--- src/rtl/proc_pkg.sv ---
// Shared types and helpers for the multi-cycle processor core.
package proc_pkg;

  localparam int unsigned SEXT_W = 64;

  typedef enum logic [2:0] {
    OP_DISP = 3'b000,
    OP_ADD  = 3'b001,
    OP_ADDI = 3'b010,
    OP_SUB  = 3'b011,
    OP_MUL  = 3'b100,
    OP_SRL  = 3'b101,
    OP_SLL  = 3'b110,
    OP_MOVI = 3'b111
  } opcode_t;

  typedef enum logic [2:0] {
    S_IDLE = 3'd0,
    S_IMM  = 3'd1,
    S_T1   = 3'd2,
    S_T2   = 3'd3,
    S_T3   = 3'd4
  } state_t;

  // Sign-extend the low w bits of v; callers truncate to their datapath width.
  function automatic logic [SEXT_W-1:0] sext(input logic [SEXT_W-1:0] v, input int unsigned w);
    logic [SEXT_W-1:0] m;
    m = {SEXT_W{1'b1}} << w;
    return v[6'(w - 1)] ? (v | m) : (v & ~m);
  endfunction

endpackage

--- src/rtl/proc_alu.sv ---
// Combinational ALU; results wrap to DATA_W bits.
module proc_alu
  import proc_pkg::*;
#(
  parameter int unsigned DATA_W = 16
) (
  input  opcode_t           op,
  input  logic [DATA_W-1:0] a,
  input  logic [DATA_W-1:0] b,
  output logic [DATA_W-1:0] result
);

  localparam int unsigned SH_W = $clog2(DATA_W);

  logic [SH_W-1:0] sh;
  assign sh = b[SH_W-1:0];

  always_comb begin
    result = '0;
    case (op)
      OP_ADD:  result = a + b;
      OP_SUB:  result = a - b;
      OP_MUL:  result = a * b;
      OP_SRL:  result = a >> sh;
      OP_SLL:  result = a << sh;
      default: result = '0;
    endcase
  end

endmodule

--- src/rtl/register_n.sv ---
// Generic enabled register with asynchronous active-low clear.
module register_n #(
  parameter int unsigned W = 16
) (
  input  logic         clk,
  input  logic         rst,
  input  logic         en,
  input  logic [W-1:0] d,
  output logic [W-1:0] q
);

  always_ff @(posedge clk or negedge rst) begin
    if (!rst)    q <= '0;
    else if (en) q <= d;
  end

endmodule

--- src/rtl/proc_core_mc.sv ---
// Multi-cycle 8-opcode core: register bank, A/G/H registers and run/immediate handshake.
module proc_core_mc
  import proc_pkg::*;
#(
  parameter  int unsigned DATA_W = 16,
  parameter  int unsigned SEL_W  = 3,
  localparam int unsigned IR_W   = 3 + 2 * SEL_W
) (
  input  logic              clk,
  input  logic              rst,
  input  logic              run,
  input  logic [IR_W-1:0]   din,
  output logic              busy,
  output logic              imm_req,
  output logic              done,
  output logic [DATA_W-1:0] disp
);

  localparam int unsigned NREGS = 2 ** SEL_W;

  state_t            state_q, state_d;
  logic [IR_W-1:0]   ir_q, ir_d;
  logic [DATA_W-1:0] imm_q, imm_d;
  logic              busy_d, imm_req_d, done_d;
  logic              r_we, a_en, g_en, h_en;
  logic [DATA_W-1:0] r_wdata;
  logic [DATA_W-1:0] r_q [NREGS];
  logic [DATA_W-1:0] a_q, g_q, h_q, alu_b, alu_res;
  opcode_t           op, op_in, alu_op;
  logic [SEL_W-1:0]  rx, ry;

  assign op    = opcode_t'(ir_q[IR_W-1 -: 3]);
  assign op_in = opcode_t'(din[IR_W-1 -: 3]);
  assign rx    = ir_q[2*SEL_W-1 -: SEL_W];
  assign ry    = ir_q[SEL_W-1:0];

  // ADDI reuses the adder with the captured immediate as second operand.
  assign alu_op = (op == OP_ADDI) ? OP_ADD : op;
  assign alu_b  = (op == OP_ADDI) ? imm_q : r_q[ry];

  always_ff @(posedge clk or negedge rst) begin
    if (!rst) begin
      state_q   <= S_IDLE;
      ir_q      <= '0;
      imm_q     <= '0;
      busy      <= 1'b0;
      imm_req   <= 1'b0;
      done      <= 1'b0;
    end else begin
      state_q   <= state_d;
      ir_q      <= ir_d;
      imm_q     <= imm_d;
      busy      <= busy_d;
      imm_req   <= imm_req_d;
      done      <= done_d;
    end
  end

  always_comb begin
    state_d = state_q;
    ir_d    = ir_q;
    imm_d   = imm_q;
    r_we    = 1'b0;
    r_wdata = '0;
    a_en    = 1'b0;
    g_en    = 1'b0;
    h_en    = 1'b0;
    case (state_q)
      S_IDLE: begin
        if (run) begin
          ir_d    = din;
          state_d = (op_in == OP_ADDI || op_in == OP_MOVI) ? S_IMM : S_T1;
        end
      end
      S_IMM: begin
        if (run) begin
          imm_d   = DATA_W'(sext(SEXT_W'(din), IR_W));
          state_d = S_T1;
        end
      end
      S_T1: begin
        case (op)
          OP_DISP: begin
            h_en    = 1'b1;
            state_d = S_IDLE;
          end
          OP_MOVI: begin
            r_we    = 1'b1;
            r_wdata = imm_q;
            state_d = S_IDLE;
          end
          default: begin
            a_en    = 1'b1;
            state_d = S_T2;
          end
        endcase
      end
      S_T2: begin
        g_en    = 1'b1;
        state_d = S_T3;
      end
      S_T3: begin
        r_we    = 1'b1;
        r_wdata = g_q;
        state_d = S_IDLE;
      end
      default: state_d = S_IDLE;
    endcase
    // Status flags are registered from the next state so they line up with it.
    busy_d    = (state_d != S_IDLE);
    imm_req_d = (state_d == S_IMM);
    done_d    = (state_d == S_T3) ||
                ((state_d == S_T1) && (opcode_t'(ir_d[IR_W-1 -: 3]) inside {OP_DISP, OP_MOVI}));
  end

  for (genvar i = 0; i < NREGS; i++) begin : g_reg
    register_n #(.W(DATA_W)) u_r (
      .clk (clk),
      .rst (rst),
      .en  (r_we && (rx == SEL_W'(i))),
      .d   (r_wdata),
      .q   (r_q[i])
    );
  end

  register_n #(.W(DATA_W)) u_a (.clk(clk), .rst(rst), .en(a_en), .d(r_q[rx]), .q(a_q));
  register_n #(.W(DATA_W)) u_g (.clk(clk), .rst(rst), .en(g_en), .d(alu_res), .q(g_q));
  register_n #(.W(DATA_W)) u_h (.clk(clk), .rst(rst), .en(h_en), .d(r_q[rx]), .q(h_q));

  proc_alu #(.DATA_W(DATA_W)) u_alu (
    .op     (alu_op),
    .a      (a_q),
    .b      (alu_b),
    .result (alu_res)
  );

  assign disp = h_q;

endmodule

--- config.mk ---
export PLATFORM = sky130hd
export DESIGN_NAME = proc_core_mc
export DESIGN_NICKNAME = d
export VERILOG_FILES = /design/src/rtl/proc_pkg.sv /design/src/rtl/proc_alu.sv /design/src/rtl/register_n.sv /design/src/rtl/proc_core_mc.sv
export SDC_FILE = /design/constraint.sdc
export NUM_CORES = 1
export LEC_CHECK = 0
export BUFFER_PORTS_ARGS = -buffer_cell sky130_fd_sc_hd__buf_4
export CAP_MARGIN = 15
export CORE_MARGIN = 4
export CORE_UTILIZATION = 60
export DETAILED_ROUTE_END_ITERATION = 8
export HOLD_SLACK_MARGIN = 0.12
export PLACE_DENSITY = 0.86
export SLEW_MARGIN = 20
export SYNTH_ARGS = -nofsm -noshare
export SYNTH_HDL_FRONTEND = slang
export SYNTH_SLANG_ARGS = --single-unit
export TNS_END_PERCENT = 5
--- constraint.sdc ---
create_clock -name clk -period 15.2 [get_ports clk]
set_clock_uncertainty 0.15 [all_clocks]
set_input_delay 3.04 -clock clk [delete_from_list [all_inputs] [get_ports clk]]
set_output_delay 3.04 -clock clk [all_outputs]
set_load 0.02 [all_outputs]
==> results.md <==
- Post-CTS setup repair buffer count: 0
- Hold Fails Final Rpt: 0
- Most frequent cells after synthesis: nand2_1, dfrtp_1, nor2_1
- Post-CTS resize count: 0
- Worst Setup Start Kind: flop
- Fmax: around 130 MHz
- Yosys top cell area share: 0.318
- Nets: 1791
- Layout area overhead: 6.29%
- Mapped Nets: 1822
- Mapped Cells: 1662
- Worst-path clk slew: 0.08 ns
- H-Tree Depth: 4
- Critical Path AT: 8.07 ns
- DRT Pass-1 Iters: 7
- Ys flop type: dfrtp_1
- Max-cap viol count: 0
- CP max FO: 38
- Die Y-Extent: 170 um
- Vias in the first global route: between 10000 and 15000
- GR Overflow Total: 0
- First-pass GRT wire length: 70700 um
- # hold bufs at CTS: 0
- Count of cell types in the netlist: 76
- Sequential share of the synthesized area: 0.318
- Via count: 12700
- Number of diodes: 0
- Clk sinks: 200
- Synthesized area: 0.0158 mm^2
- Hpwl dp: just over 30000 um
- Crit Path Category: reg -> reg
- Pin count of the biggest net entering global routing: 128
- Number of CTS-inserted buffers: 17
- I/O Pins: 31
- Initial Util: 0.607
- Clk buf depth: 2
- Top cells by area, synth: dfrtp_1, fa_1, mux4_2
- Horiz. Die Dim: 170 um
- Setup-failing EPs final: 0
- Number of port buffers: 30
- Fin crit period: 7.86 ns
- Cell with the most instances after synthesis: nand2_1
- Worst Hold Class: reg -> reg
- Clock latency on the worst-skew pair: 0.44 ns
- Vias per inst: between 6 and 7
- Yosys warning total: 0
- Unrepaired setup endpoints after global routing: no
- Final period util: 0.517
- Average cell area after synthesis: 9.48 um^2
- Core area: around 0.026 mm^2
- Clk root buf: clkbuf_16
- FILL cells: 2020
- Rows: 59
- Async S/R FF share, synth: 1.00
- Routed WL: 43800 um
- Crit path capture type: flop
- Normalized max-slew margin: 0.269
- Global placement routability congestion: 0.973
- Outcome: complete, no violations
- Share of cells above drive strength 1: 0.130
- Final setup TNS: 0 ns
- #FFs+latches synth: 200
- Count of pins over their slew limit: 0
- Die ar.: slightly below 0.03 mm^2
- Wire per inst: 22.1 um
- CTS tree: built
- Initial antenna violation count: 0
- Post-synth top area cell: dfrtp_1
- 1st-iter DRT viols: 1360
- Residual DRC count: 0
- GR Util All Layers: 0.311
- Worst-Margin Slew: about 1.1 ns
- Critical Path RT: approximately 15 ns
- Post-synth EDFFs: 0
- Post-DRT Antenna Nets: 0
[final timing paths]
| path | cells past startpoint | slack [ns] | from | endpoint |
|---|---|---|---|---|
| worst max-delay path | 24 | 7.34 | ir_q[0] | u_g.q[15] |
| worst min-delay path | 2 | 0.34 | u_h.q[2] | u_h.q[2] |
| worst max register to register | 24 | 7.34 | ir_q[0] | u_g.q[15] |
| worst min register to register | 2 | 0.34 | u_h.q[2] | u_h.q[2] |
| max in group asynchronous | 2 | 10.83 | rst | u_g.q[7] |
| min in group asynchronous | 1 | 2.54 | rst | g_reg[6].u_r.q[11] |
[sequential cells by signal (all words and copies together), names as in the netlist, 3 cells and up]
signal,cells
g.u_r.q,128
u_a.q,16
u_g.q,16
u_h.q,16
imm_q,9
ir_q,9
state_q,3
[through the flow]
step	setup WS (ns)	cells	utilization	instance area, um^2	hold slack [ns]
final	7.34	1979	0.645	16800	0.338
after global routing	7.03	1979	0.645	16800	0.370
after CTS	7.34	1979	0.644	16700	0.343
after detailed placement	7.39	1947	0.622	16200	0.324
after global placement	7.49	1947	0.622	16200	0.315
after floorplan	8.09	1662	-	15800	0.300
[layer usage]
metal  global-route usage  wire (um)  up-vias
li1                     -          -     5621
met1                0.412      17000     6306
met2                0.503      21100      656
met3               0.0697       4010      130
met4                0.123       1740        0
met5                    0          0        -
[worst max-delay path, cell delays in order, from the launching register on]
cell,delay (ns)
dfrtp_2,0.47
buf_4,0.62
mux4_1,0.64
mux2_2,0.27
mux2_2,0.52
and2_1,0.30
fa_1,0.54
inv_1,0.06
fa_1,0.52
inv_1,0.05
fa_1,0.48
fa_1,0.55
inv_1,0.05
fa_1,0.46
fa_1,0.40
xor2_1,0.17
xnor2_1,0.19
xnor2_1,0.15
xnor2_1,0.15
xnor2_1,0.15
xnor2_1,0.14
xor3_1,0.25
xnor2_1,0.16
nand2_1,0.08
a41oi_2,0.20
[layout by cell type (no fill, tap or decap), drive strengths merged, types with 13 or more instances in the layout]
| cell | Yosys | routed |
|---|---|---|
| nand2b | 13 | 13 |
| and2 | 52 | 52 |
| fa | 81 | 81 |
| dfrtp | 200 | 200 |
| nor2b | 24 | 24 |
| mux2i | 63 | 63 |
| xor2 | 23 | 23 |
| nor2 | 145 | 145 |
| mux4 | 54 | 54 |
| buf | 31 | 58 |
| mux2 | 43 | 43 |
| a21oi | 113 | 113 |
| inv | 131 | 138 |
| ha | 67 | 67 |
| o21ai | 119 | 119 |
| a31oi | 13 | 13 |
| nor3 | 16 | 16 |
| a21o | 15 | 15 |
| clkbuf | 78 | 18 |
| nand2 | 217 | 217 |
| xnor2 | 37 | 37 |
| a22oi | 16 | 16 |
[logic make-up (layout without fill, tap and decap cells)]
| kind of cell | after synthesis | in the layout | synth area share |
|---|---|---|---|
| DFF | 200 | 200 | 0.318 |
| adders and majority gates | 148 | 148 | 0.156 |
| buffers and inverters | 241 | 223 | 0.0634 |
| and+or+nand+nor | 504 | 504 | 0.144 |
| AOI/OAI and AO/OA | 345 | 345 | 0.132 |
| xor gates and xnor gates | 64 | 64 | 0.0391 |
| muxes | 160 | 160 | 0.149 |
[area by class of cell]
cell class                 count  area (um^2)  share of cell area
clock buffer                  17          425              0.0254
clock inverter                15          155             0.00926
inverter                     132          495              0.0296
multi-input combinational   1221         9800               0.585
sequential                   200         5010               0.299
tap                          335          419              0.0250
timing repair buffer          59          449              0.0268
Power is not shown: default switching activity piles up to over one toggle a cycle in this logic, so the estimate is an artifact.
